## config.mk

```make
export PLATFORM = sky130hd
export DESIGN_NAME = mux_8way_16
export DESIGN_NICKNAME = d
export VERILOG_FILES = /design/src/rtl/mux_8way_16_pkg.sv /design/src/rtl/mux_2way_16.sv /design/src/rtl/mux_8way_16.sv
export SDC_FILE = /design/constraint.sdc
export NUM_CORES = 1
export LEC_CHECK = 0
export CAP_MARGIN = 20
export CORE_ASPECT_RATIO = 1.25
export CORE_MARGIN = 5
export CORE_UTILIZATION = 34
export DETAILED_ROUTE_END_ITERATION = 7
export PLACE_DENSITY = 0.93
export REMOVE_ABC_BUFFERS = 1
export SLEW_MARGIN = 10
export SYNTH_ARGS = -nofsm -noshare
export SYNTH_HDL_FRONTEND = slang
export SYNTH_HIERARCHICAL = 1
export SYNTH_SLANG_ARGS = --single-unit
```

## constraint.sdc

```tcl
create_clock -name vclk -period 1.7
set_input_delay 0.255 -clock vclk [all_inputs]
set_output_delay 0.255 -clock vclk [all_outputs]
set_load 0.005 [all_outputs]
```

## src/rtl/mux_8way_16_pkg.sv

```systemverilog
// ---------------------------------------------------------------------------
// mux_8way_16_pkg
// Shared constants and types for the eight-way, 16-bit word selector.
//   WIDTH    : data word width in bits (16)
//   WAYS     : number of selectable inputs (8)
//   SEL_W    : select width, log2(WAYS) (3)
//   word_t   : one data word
//   sel_t    : way index
//   WORD_RST : value the optional output register takes on reset
// ---------------------------------------------------------------------------
package mux_8way_16_pkg;

  localparam int WIDTH = 16;
  localparam int WAYS  = 8;
  localparam int SEL_W = 3;

  typedef logic [WIDTH-1:0] word_t;
  typedef logic [SEL_W-1:0] sel_t;

  localparam word_t WORD_RST = 16'h0000;

endpackage : mux_8way_16_pkg

```

## src/rtl/mux_2way_16.sv

```systemverilog
// ---------------------------------------------------------------------------
// mux_2way_16
// Two-input, 16-bit word selector: out = sel ? b : a.
// The conditional operator is kept on purpose so an X/Z select merges the
// two words bitwise in simulation instead of silently picking one of them.
// Ports:
//   a   in  16  word chosen when sel = 0
//   b   in  16  word chosen when sel = 1
//   sel in   1  select
//   out out 16  selected word
// ---------------------------------------------------------------------------
module mux_2way_16
  import mux_8way_16_pkg::*;
(
  input  word_t a,
  input  word_t b,
  input  logic  sel,
  output word_t out
);

  assign out = sel ? b : a;

endmodule : mux_2way_16

```

## src/rtl/mux_8way_16.sv

```systemverilog
// ---------------------------------------------------------------------------
// mux_8way_16
// Eight-input, 16-bit word selector built as a balanced tree of seven
// mux_2way_16 cells: sel[0] picks within pairs, sel[1] within the resulting
// pairs, sel[2] picks the final word.
//
// Build option MUX_8WAY_16_OUT_REG_EN:
//   defined   -> out is registered on posedge clk (1-cycle latency), and an
//                asynchronous active-high rst forces out to WORD_RST.
//   undefined -> out is purely combinational; clk and rst are unused.
// The port list is the same in both builds.
//
// Ports:
//   clk in   1          clock (registered build only)
//   rst in   1          async active-high reset (registered build only)
//   in  in   [7:0][15:0] eight words, in[i] is way i
//   sel in   3          way index 0..7
//   out out  16         selected word
// ---------------------------------------------------------------------------
module mux_8way_16
  import mux_8way_16_pkg::*;
(
  input  logic                        clk,
  input  logic                        rst,
  input  logic [WAYS-1:0][WIDTH-1:0]  in,
  input  sel_t                        sel,
  output word_t                       out
);

  word_t lvl1 [4];
  word_t lvl2 [2];
  word_t mux_out;

  // Level 1: pairs (0,1) (2,3) (4,5) (6,7) resolved by sel[0].
  for (genvar i = 0; i < 4; i++) begin : g_lvl1
    mux_2way_16 u_mux (
      .a   (in[2*i]),
      .b   (in[2*i+1]),
      .sel (sel[0]),
      .out (lvl1[i])
    );
  end

  // Level 2: resolved by sel[1].
  for (genvar i = 0; i < 2; i++) begin : g_lvl2
    mux_2way_16 u_mux (
      .a   (lvl1[2*i]),
      .b   (lvl1[2*i+1]),
      .sel (sel[1]),
      .out (lvl2[i])
    );
  end

  // Level 3: final word resolved by sel[2].
  mux_2way_16 u_lvl3 (
    .a   (lvl2[0]),
    .b   (lvl2[1]),
    .sel (sel[2]),
    .out (mux_out)
  );

`ifdef MUX_8WAY_16_OUT_REG_EN
  word_t out_q;

  // NOTE: flops use non-blocking assignments, and only this single output
  // register carries a reset; the select tree itself holds no state.
  always_ff @(posedge clk or posedge rst) begin
    if (rst) out_q <= WORD_RST;
    else     out_q <= mux_out;
  end

  assign out = out_q;
`else
  // Clock and reset have no function in the combinational build.
  logic unused_clk_rst;
  assign unused_clk_rst = clk ^ rst;

  assign out = mux_out;
`endif

endmodule : mux_8way_16

```

# Yosys cells after proc, flatten, opt, wreduce, memory -nomap -nowiden
# Cells that the tools add are included.
[word_totals]
reg_bits = 0
in_bits = 133
out_inout_bits = 16
wordCells = 7
[classes]
mux = 7
[ops]
columns = ["operator", "count"]
rows = [
  ["$mux W16", 7],
]

# Logic depth before layout (Yosys ltp)
[logic_depth]
ltp_word = 3
depth_mapped = 5
depth_no_buf = 3

# Hierarchy
# Netlist, hierarchy kept.
[modules_own_cells]
columns = ["mod", "instances", "cells_per_inst", "area_per_inst_um2", "seq_area_each_um2"]
rows = [
  ["mux_2way_16", 7, 18, 249.0, 0.0],
]

# Worst setup path after synthesis
# OpenSTA, ideal clock, no wires.
[synth_timing]
kind = "input -> output"
startpoint = "in sel[0]"
endpoint = "out out[10]"
t_arrival_ns = 1.320
required_ns = 1.445
setup_slack_ns = 0.125
stages = 5
n_path_buf = 2
path_cell_list = "buf_6 > buf_12 > mux2_4 > mux2_4 > mux2_4"
[synth_rtl]
columns = ["element", "line_no", "rtl"]
rows = [
  ["start: declaration", "mux_8way_16.sv:26", "input sel_t sel,"],
  ["end: declaration", "mux_8way_16.sv:27", "output word_t out"],
]

==> metrics.txt <==
# TYPE chip_impl_metric gauge
chip_impl_info{name="worstSetupStartpointType",value="primary input"} 1
chip_impl_metric{name="maximum_number_of_pins_on_one_net_before_global_route_repair",unit=""} 17
chip_impl_metric{name="synth.yosys.warnings",unit=""} 6
chip_impl_info{name="critical-path-top-cell-by-count",value="sky130_fd_sc_hd__mux2_4"} 1
chip_impl_metric{name="synthesis.area_per_instance",unit="um^2"} 13.8
chip_impl_metric{name="clockBufferCount",unit=""} 0
chip_impl_metric{name="cp_slowest_stage_delay",unit="ns"} 0.28
chip_impl_metric{name="synth-compound-area-share",unit=""} 0
chip_impl_info{name="cp_cell_sequence",value="buf_12, buf_12, buf_6, mux2_4, mux2_4, mux2_4, buf_6"} 1
chip_impl_metric{name="synthesis.area",unit="um^2"} 1740
chip_impl_metric{name="cts_hold_buf",unit=""} 0
chip_impl_info{name="synth_top_cell_by_area",value="sky130_fd_sc_hd__mux2_4"} 1
chip_impl_info{name="grt_setup_unrepaired",value="true"} 1
chip_impl_metric{name="worstPathRequired",unit="ns"} 1.44
chip_impl_metric{name="final_max_slew_viol_count",unit=""} 0
chip_impl_metric{name="antenna_cells",unit=""} 0
chip_impl_metric{name="seq_area",unit="um^2"} 0
chip_impl_metric{name="synthSimpleGateAreaFrac",unit=""} 0
chip_impl_metric{name="nNetsFinal",unit=""} 406
chip_impl_metric{name="worst-path-buf-inv",unit=""} 4
chip_impl_metric{name="total_negative_slack_for_setup_checks",unit="ns"} -1.28
chip_impl_info{name="setup.worst_path.end_class",value="primary output"} 1
chip_impl_metric{name="drt-pass1-iter-count",unit=""} 4
chip_impl_metric{name="post_drt_wl_per_cell",unit="um"} 17.9
chip_impl_metric{name="syn_to_final_growth",unit="%"} 89.3
chip_impl_metric{name="power.density",unit="nW/um^2"} 271
chip_impl_metric{name="die_h",unit="um"} 90.1
chip_impl_metric{name="wire_length_of_the_first_global_routing_pass",unit="um"} 9070
chip_impl_metric{name="holdPathStages",unit=""} 5
chip_impl_info{name="hold_path_startpoint",value="in[72]"} 1
chip_impl_metric{name="sequentialPowerShare",unit=""} 0
chip_impl_info{name="synthMostInstantiatedCell",value="sky130_fd_sc_hd__mux2_4"} 1
chip_impl_metric{name="ant_nets",unit=""} 0
chip_impl_metric{name="setup_viol_count_final",unit=""} 16
chip_impl_metric{name="dieArea",unit="um^2"} 6670
chip_impl_metric{name="gr-total-overflow",unit=""} 0
chip_impl_info{name="critical_path.top_delay_family",value="multiplexers"} 1
chip_impl_metric{name="crit_arrival",unit="ns"} 1.58
chip_impl_info{name="hold_path.class",value="in -> out"} 1
chip_impl_metric{name="drc_errors",unit=""} 0
chip_impl_info{name="crit_start",value="sel[0]"} 1
chip_impl_metric{name="overall_global_routing_usage",unit=""} 0.170
chip_impl_metric{name="place_hpwl",unit="um"} 4740
chip_impl_metric{name="chipWidth",unit="um"} 74.0
chip_impl_metric{name="synth_fa_ha_area_frac",unit=""} 0
chip_impl_metric{name="final.fill_count",unit=""} 427
chip_impl_metric{name="antenna_found_initial",unit=""} 0
chip_impl_metric{name="vias_in_the_first_global_route",unit=""} 1937
chip_impl_info{name="synth_top_cells_by_area",value="sky130_fd_sc_hd__mux2_4 60%, sky130_fd_sc_hd__mux2_2 27%, sky130_fd_sc_hd__buf_12 8.0%"} 1
chip_impl_metric{name="iter_0_drt_violations",unit=""} 11
chip_impl_metric{name="worstSetupPathDepth",unit=""} 7
chip_impl_metric{name="post_route_cells_drive_above_1_share",unit=""} 0.524
chip_impl_metric{name="io-pin-count",unit=""} 149
chip_impl_info{name="criticalPathCategory",value="in -> out"} 1
chip_impl_metric{name="post-route-period-util",unit=""} 1.08
chip_impl_metric{name="route.final.wire_length",unit="um"} 5950
chip_impl_metric{name="rows",unit=""} 29
chip_impl_metric{name="total_switching_power",unit="W"} 0.000237
chip_impl_metric{name="transition_at_the_pin_with_the_smallest_max_transition_slack",unit="ns"} 0.148
chip_impl_metric{name="place_congestion",unit=""} 0.731
chip_impl_metric{name="post_synth_num_cell_types",unit=""} 4
chip_impl_info{name="failed_checks",value="negative setup slack"} 1
chip_impl_metric{name="numPlacedInstances",unit=""} 327
chip_impl_info{name="synthTopCellsByCount",value="70 x sky130_fd_sc_hd__mux2_4, 42 x sky130_fd_sc_hd__mux2_2, 7 x sky130_fd_sc_hd__buf_12, 7 x sky130_fd_sc_hd__buf_6"} 1
chip_impl_metric{name="mux_cell_area_share_after_synthesis",unit=""} 0.874
chip_impl_metric{name="multiInputGateArea",unit="um^2"} 1620
chip_impl_metric{name="p_leak",unit="nW"} 1.70
chip_impl_metric{name="detail_route.vias_per_cell",unit=""} 4.84
chip_impl_metric{name="worstPathMaxFanout",unit=""} 5
chip_impl_metric{name="synthDominantCellAreaShare",unit=""} 0.603
chip_impl_metric{name="clkPwrFrac",unit=""} 0
chip_impl_metric{name="seq_cell_count",unit=""} 0
chip_impl_metric{name="hold_violations",unit=""} 0
chip_impl_metric{name="initial_utilization",unit=""} 0.346
chip_impl_metric{name="fin_cells",unit=""} 333
chip_impl_metric{name="syn_inst",unit=""} 126
chip_impl_metric{name="buffer_ports.inserted",unit=""} 147
chip_impl_info{name="cpMaxStageDelayCell",value="sky130_fd_sc_hd__mux2_4"} 1
chip_impl_metric{name="setup_ws",unit="ns"} -0.131
chip_impl_metric{name="swShare",unit=""} 0.264
chip_impl_metric{name="power_report.internal_total",unit="W"} 0.000659
chip_impl_metric{name="final_period_minus_worst_setup_slack",unit="ns"} 1.83
chip_impl_metric{name="seq_area_frac_synth",unit=""} 0
chip_impl_metric{name="irDropWorstVdd",unit="V"} 0.000156
chip_impl_metric{name="slew_headroom",unit=""} 0.901
chip_impl_info{name="result_of_the_run",value="complete, but fails checks"} 1
chip_impl_metric{name="dr_total_vias",unit=""} 1612
chip_impl_metric{name="max-cap-violations",unit=""} 0
chip_impl_metric{name="core_area",unit="um^2"} 5040
chip_impl_metric{name="maxClockFrequency",unit="MHz"} 546
chip_impl_info{name="largest_family_of_logic_cells_by_synthesized_area",value="multiplexers"} 1
chip_impl_metric{name="xor_xnor_share_of_the_synthesized_area",unit=""} 0
chip_impl_metric{name="part_of_the_power_in_combinational_logic",unit=""} 1.000
cell type report:
cell class,instances,share of cell area
Tap cell,62,0.0235
Multi-Input combinational cell,112,0.490
Timing Repair Buffer,159,0.486
power groups by stage:
stage | Clock, W | Sequential, W | Combinational, W
floorplan | 0 | 0 | 0.000361
global placement | 0 | 0 | 0.000860
detailed placement | 0 | 0 | 0.000879
CTS | 0 | 0 | 0.000893
global route | 0 | 0 | 0.000951
finish | 0 | 0 | 0.000896
logic make-up after synthesis:
kind of cell / after synthesis
buffers and inverters: 14
muxes: 112
layout by cell type (no fill, tap or decap), drive strengths merged:
cell,synthesis,final
buf,14,30
clkdlybuf4s50,0,41
dlygate4sd2,0,86
dlymetal6s2s,0,2
mux2,112,112
final timing paths:
path | end
worst max-delay path | out[6]
worst min-delay path | out[8]
worst min-delay path, delay by kind of cell:
family / cells / cell delay (ns)
buffers and inverters: 2 / 0.17
muxes: 3 / 0.39
through the flow:
stage          power, W  setup WS (ns)  hold WS (ns)  instance area, um^2  utilization
2_1_floorplan  0.000361          0.377         0.643                 1520            -
3_3_place_gp   0.000860         -0.488          1.60                 3170        0.629
3_5_place_dp   0.000879         -0.512          1.61                 3170        0.629
4_1_cts        0.000893         -0.139          1.17                 3280        0.650
5_1_grt        0.000951         -0.177          1.10                 3300        0.654
6_report       0.000896         -0.131          1.08                 3300        0.654
metal layers:
metal / part of all wire / track usage
met5: 0 / 0
met4: 0.023 / 0.0287
met3: 0.082 / 0.0257
met2: 0.59 / 0.374
met1: 0.31 / 0.146
timing repair:
| item | in CTS | in global routing |
|---|---|---|
| endpoints found under the hold margin | 0 | 0 |
| gates resized for setup | 194 | 6 |
| cloned | 2 | 0 |
| endpoints found under the setup margin | 16 | 16 |
| setup buffers | 4 | 0 |
Note: power is estimated with default switching activity, not from simulation.
==> variant: new RTL, config.mk and constraints unchanged <==
Change the package constant `WIDTH` from 16 to 32. Comments in the files are not updated.
--- a/src/rtl/mux_8way_16_pkg.sv
+++ b/src/rtl/mux_8way_16_pkg.sv
@@ -11,5 +11,5 @@
 package mux_8way_16_pkg;
 
-  localparam int WIDTH = 16;
+  localparam int WIDTH = 32;
   localparam int WAYS  = 8;
   localparam int SEL_W = 3;
Ports: changed (resized in and out); port bits go from 149 to 293. The function was not compared with the original's and may differ.
==> variant against the original RTL <==
The run still ends with setup timing left; setup slack lost 210 ps; power grew 130%; wire length grew 130%; utilization grew 0.16 points; synthesized cell count grew 100%; design area grew 120%; synthesized area grew 120%; largest cell class is now non-clock buffers.
==> variant: results (changes against the original RTL) <==
STA:
- The worst slack on hold paths is 1070 ps (-7.17 ps).
- The number of failing setup endpoints in the final timing report was 32 (+16).
- The final critical-path setup slack was -343 ps (-212 ps).
- The worst max-slew margin expressed relative to the limit came to 83.2% (-6.9 points).

Yosys:
- The count of cell types in the netlist was 4 (unchanged).
- By count the netlist is led by 210 x mux2_4, 21 x buf_12, 14 x mux2_2.
- Sorting the synthesized cells by area gives the leading types as mux2_4 83%, buf_12 11%, mux2_2 4.1%.

Layout:
- The final layout net count is 830 (+100%).
- The proportion of layout cells with a drive suffix above 1 is 54.9% (+2.5 points).
- The fill cell total of the finished layout is 823 (+93%).
- The number of sequential cells is 0 (unchanged).

Global routing:
- The global-route usage over all layers is 18.2% (+1.3 points).
- The number of global-route vias before repair is 3846 (+99%).
- The first-pass GRT wire length is 19800 um (+120%).
- The maximum number of pins on one net before global-route repair is 33 (+16).

Status:
- The checks that failed: setup timing.
- The run finished, with violations left.

Power and ir drop:
- The largest voltage drop on the vdd net came to 0.000154 V (-1.0%).
- The leakage component of the power is 3.84 nW (+130%).

Routing:
- The average routed wire per standard cell is 19.7 um (+10%).
- The number of DRC markers in iteration 0 is 53 (+42).
- The vias per cell was 4.70 (-2.8%).

Setup path:
- The critical path data arrival time is 1790 ps (+210 ps).
- The maximum fanout along the worst path is 8 (+3).

Placement:
- The number of buffer cells added on primary ports is 291 (+98%).
- The setup slack after placement is -610 ps (-98.6 ps).
- The weighted congestion at the end of routability-driven global placement is 0.830 (+14%).
- The placed wire-length estimate is 11100 um (+130%).

Hold path:
- In this run the most critical hold path is launched from in[51].
-- variant: changes by cell type after synthesis --
cell / delta
mux2_4: +140
mux2_2: -28
buf_12: +14
-- variant: how the worst max path moves through the flow --
stage	start	endpoint	cells after the start
floorplan	sel[0]	out[29]	3
finish	sel[0]	out[12]	9
detailed placement	sel[0]	out[29]	6
global route	sel[0]	out[12]	9
CTS	sel[0]	out[12]	9
global placement	sel[0]	out[29]	6
-- variant: logic make-up after synthesis --
group	after synthesis	share of synthesized area (%)
muxes	224	86.9
buffers and inverters	28	13.1
-- variant: final cells by class --
class,instances,area (sq um),share of cell area [%]
multi-input combinational,224,3360,46.5
timing repair buffer,343,3700,51.1
tap,135,169,2.34
antenna,2,5.00,0.0692
-- variant: through the flow --
stage          setup TNS (ps)  std cells  utilization [%]  area, sq um
3_3_place_gp           -16940        674             60.3         6650
5_1_grt                 -7090        702             65.5         7230
4_1_cts                 -6150        693             63.8         7040
2_1_floorplan               0        224                -         3310
3_5_place_dp           -17720        674             60.3         6650
6_report                -6240        704             65.6         7230
-- variant: power by group --
| part | internal [mW] | switching, mW |
|---|---|---|
| clock | 0.000000158 | 0 |
| combinational | 1.49 | 0.526 |
| sequential | 0 | 0 |
| total | 1.49 | 0.526 |
-- variant: metal layers --
metal  wire length, um  track usage [%]
met4               299             4.82
met1              4640             17.9
met3               842             3.71
met5                 0                0
met2              8090             38.0
-- variant: repair_timing --
item	4_1_cts	5_1_grt
setup endpoints to repair	32	32
pin swaps	0	0
gates resized for setup	285	59
buffers inserted	14	15
gates cloned	5	1
-- variant: tightest hold or removal path: stages --
cell	delay [ps]
dlymetal6s2s_1	80
mux2_4	130
mux2_4	130
mux2_4	130
buf_6	80
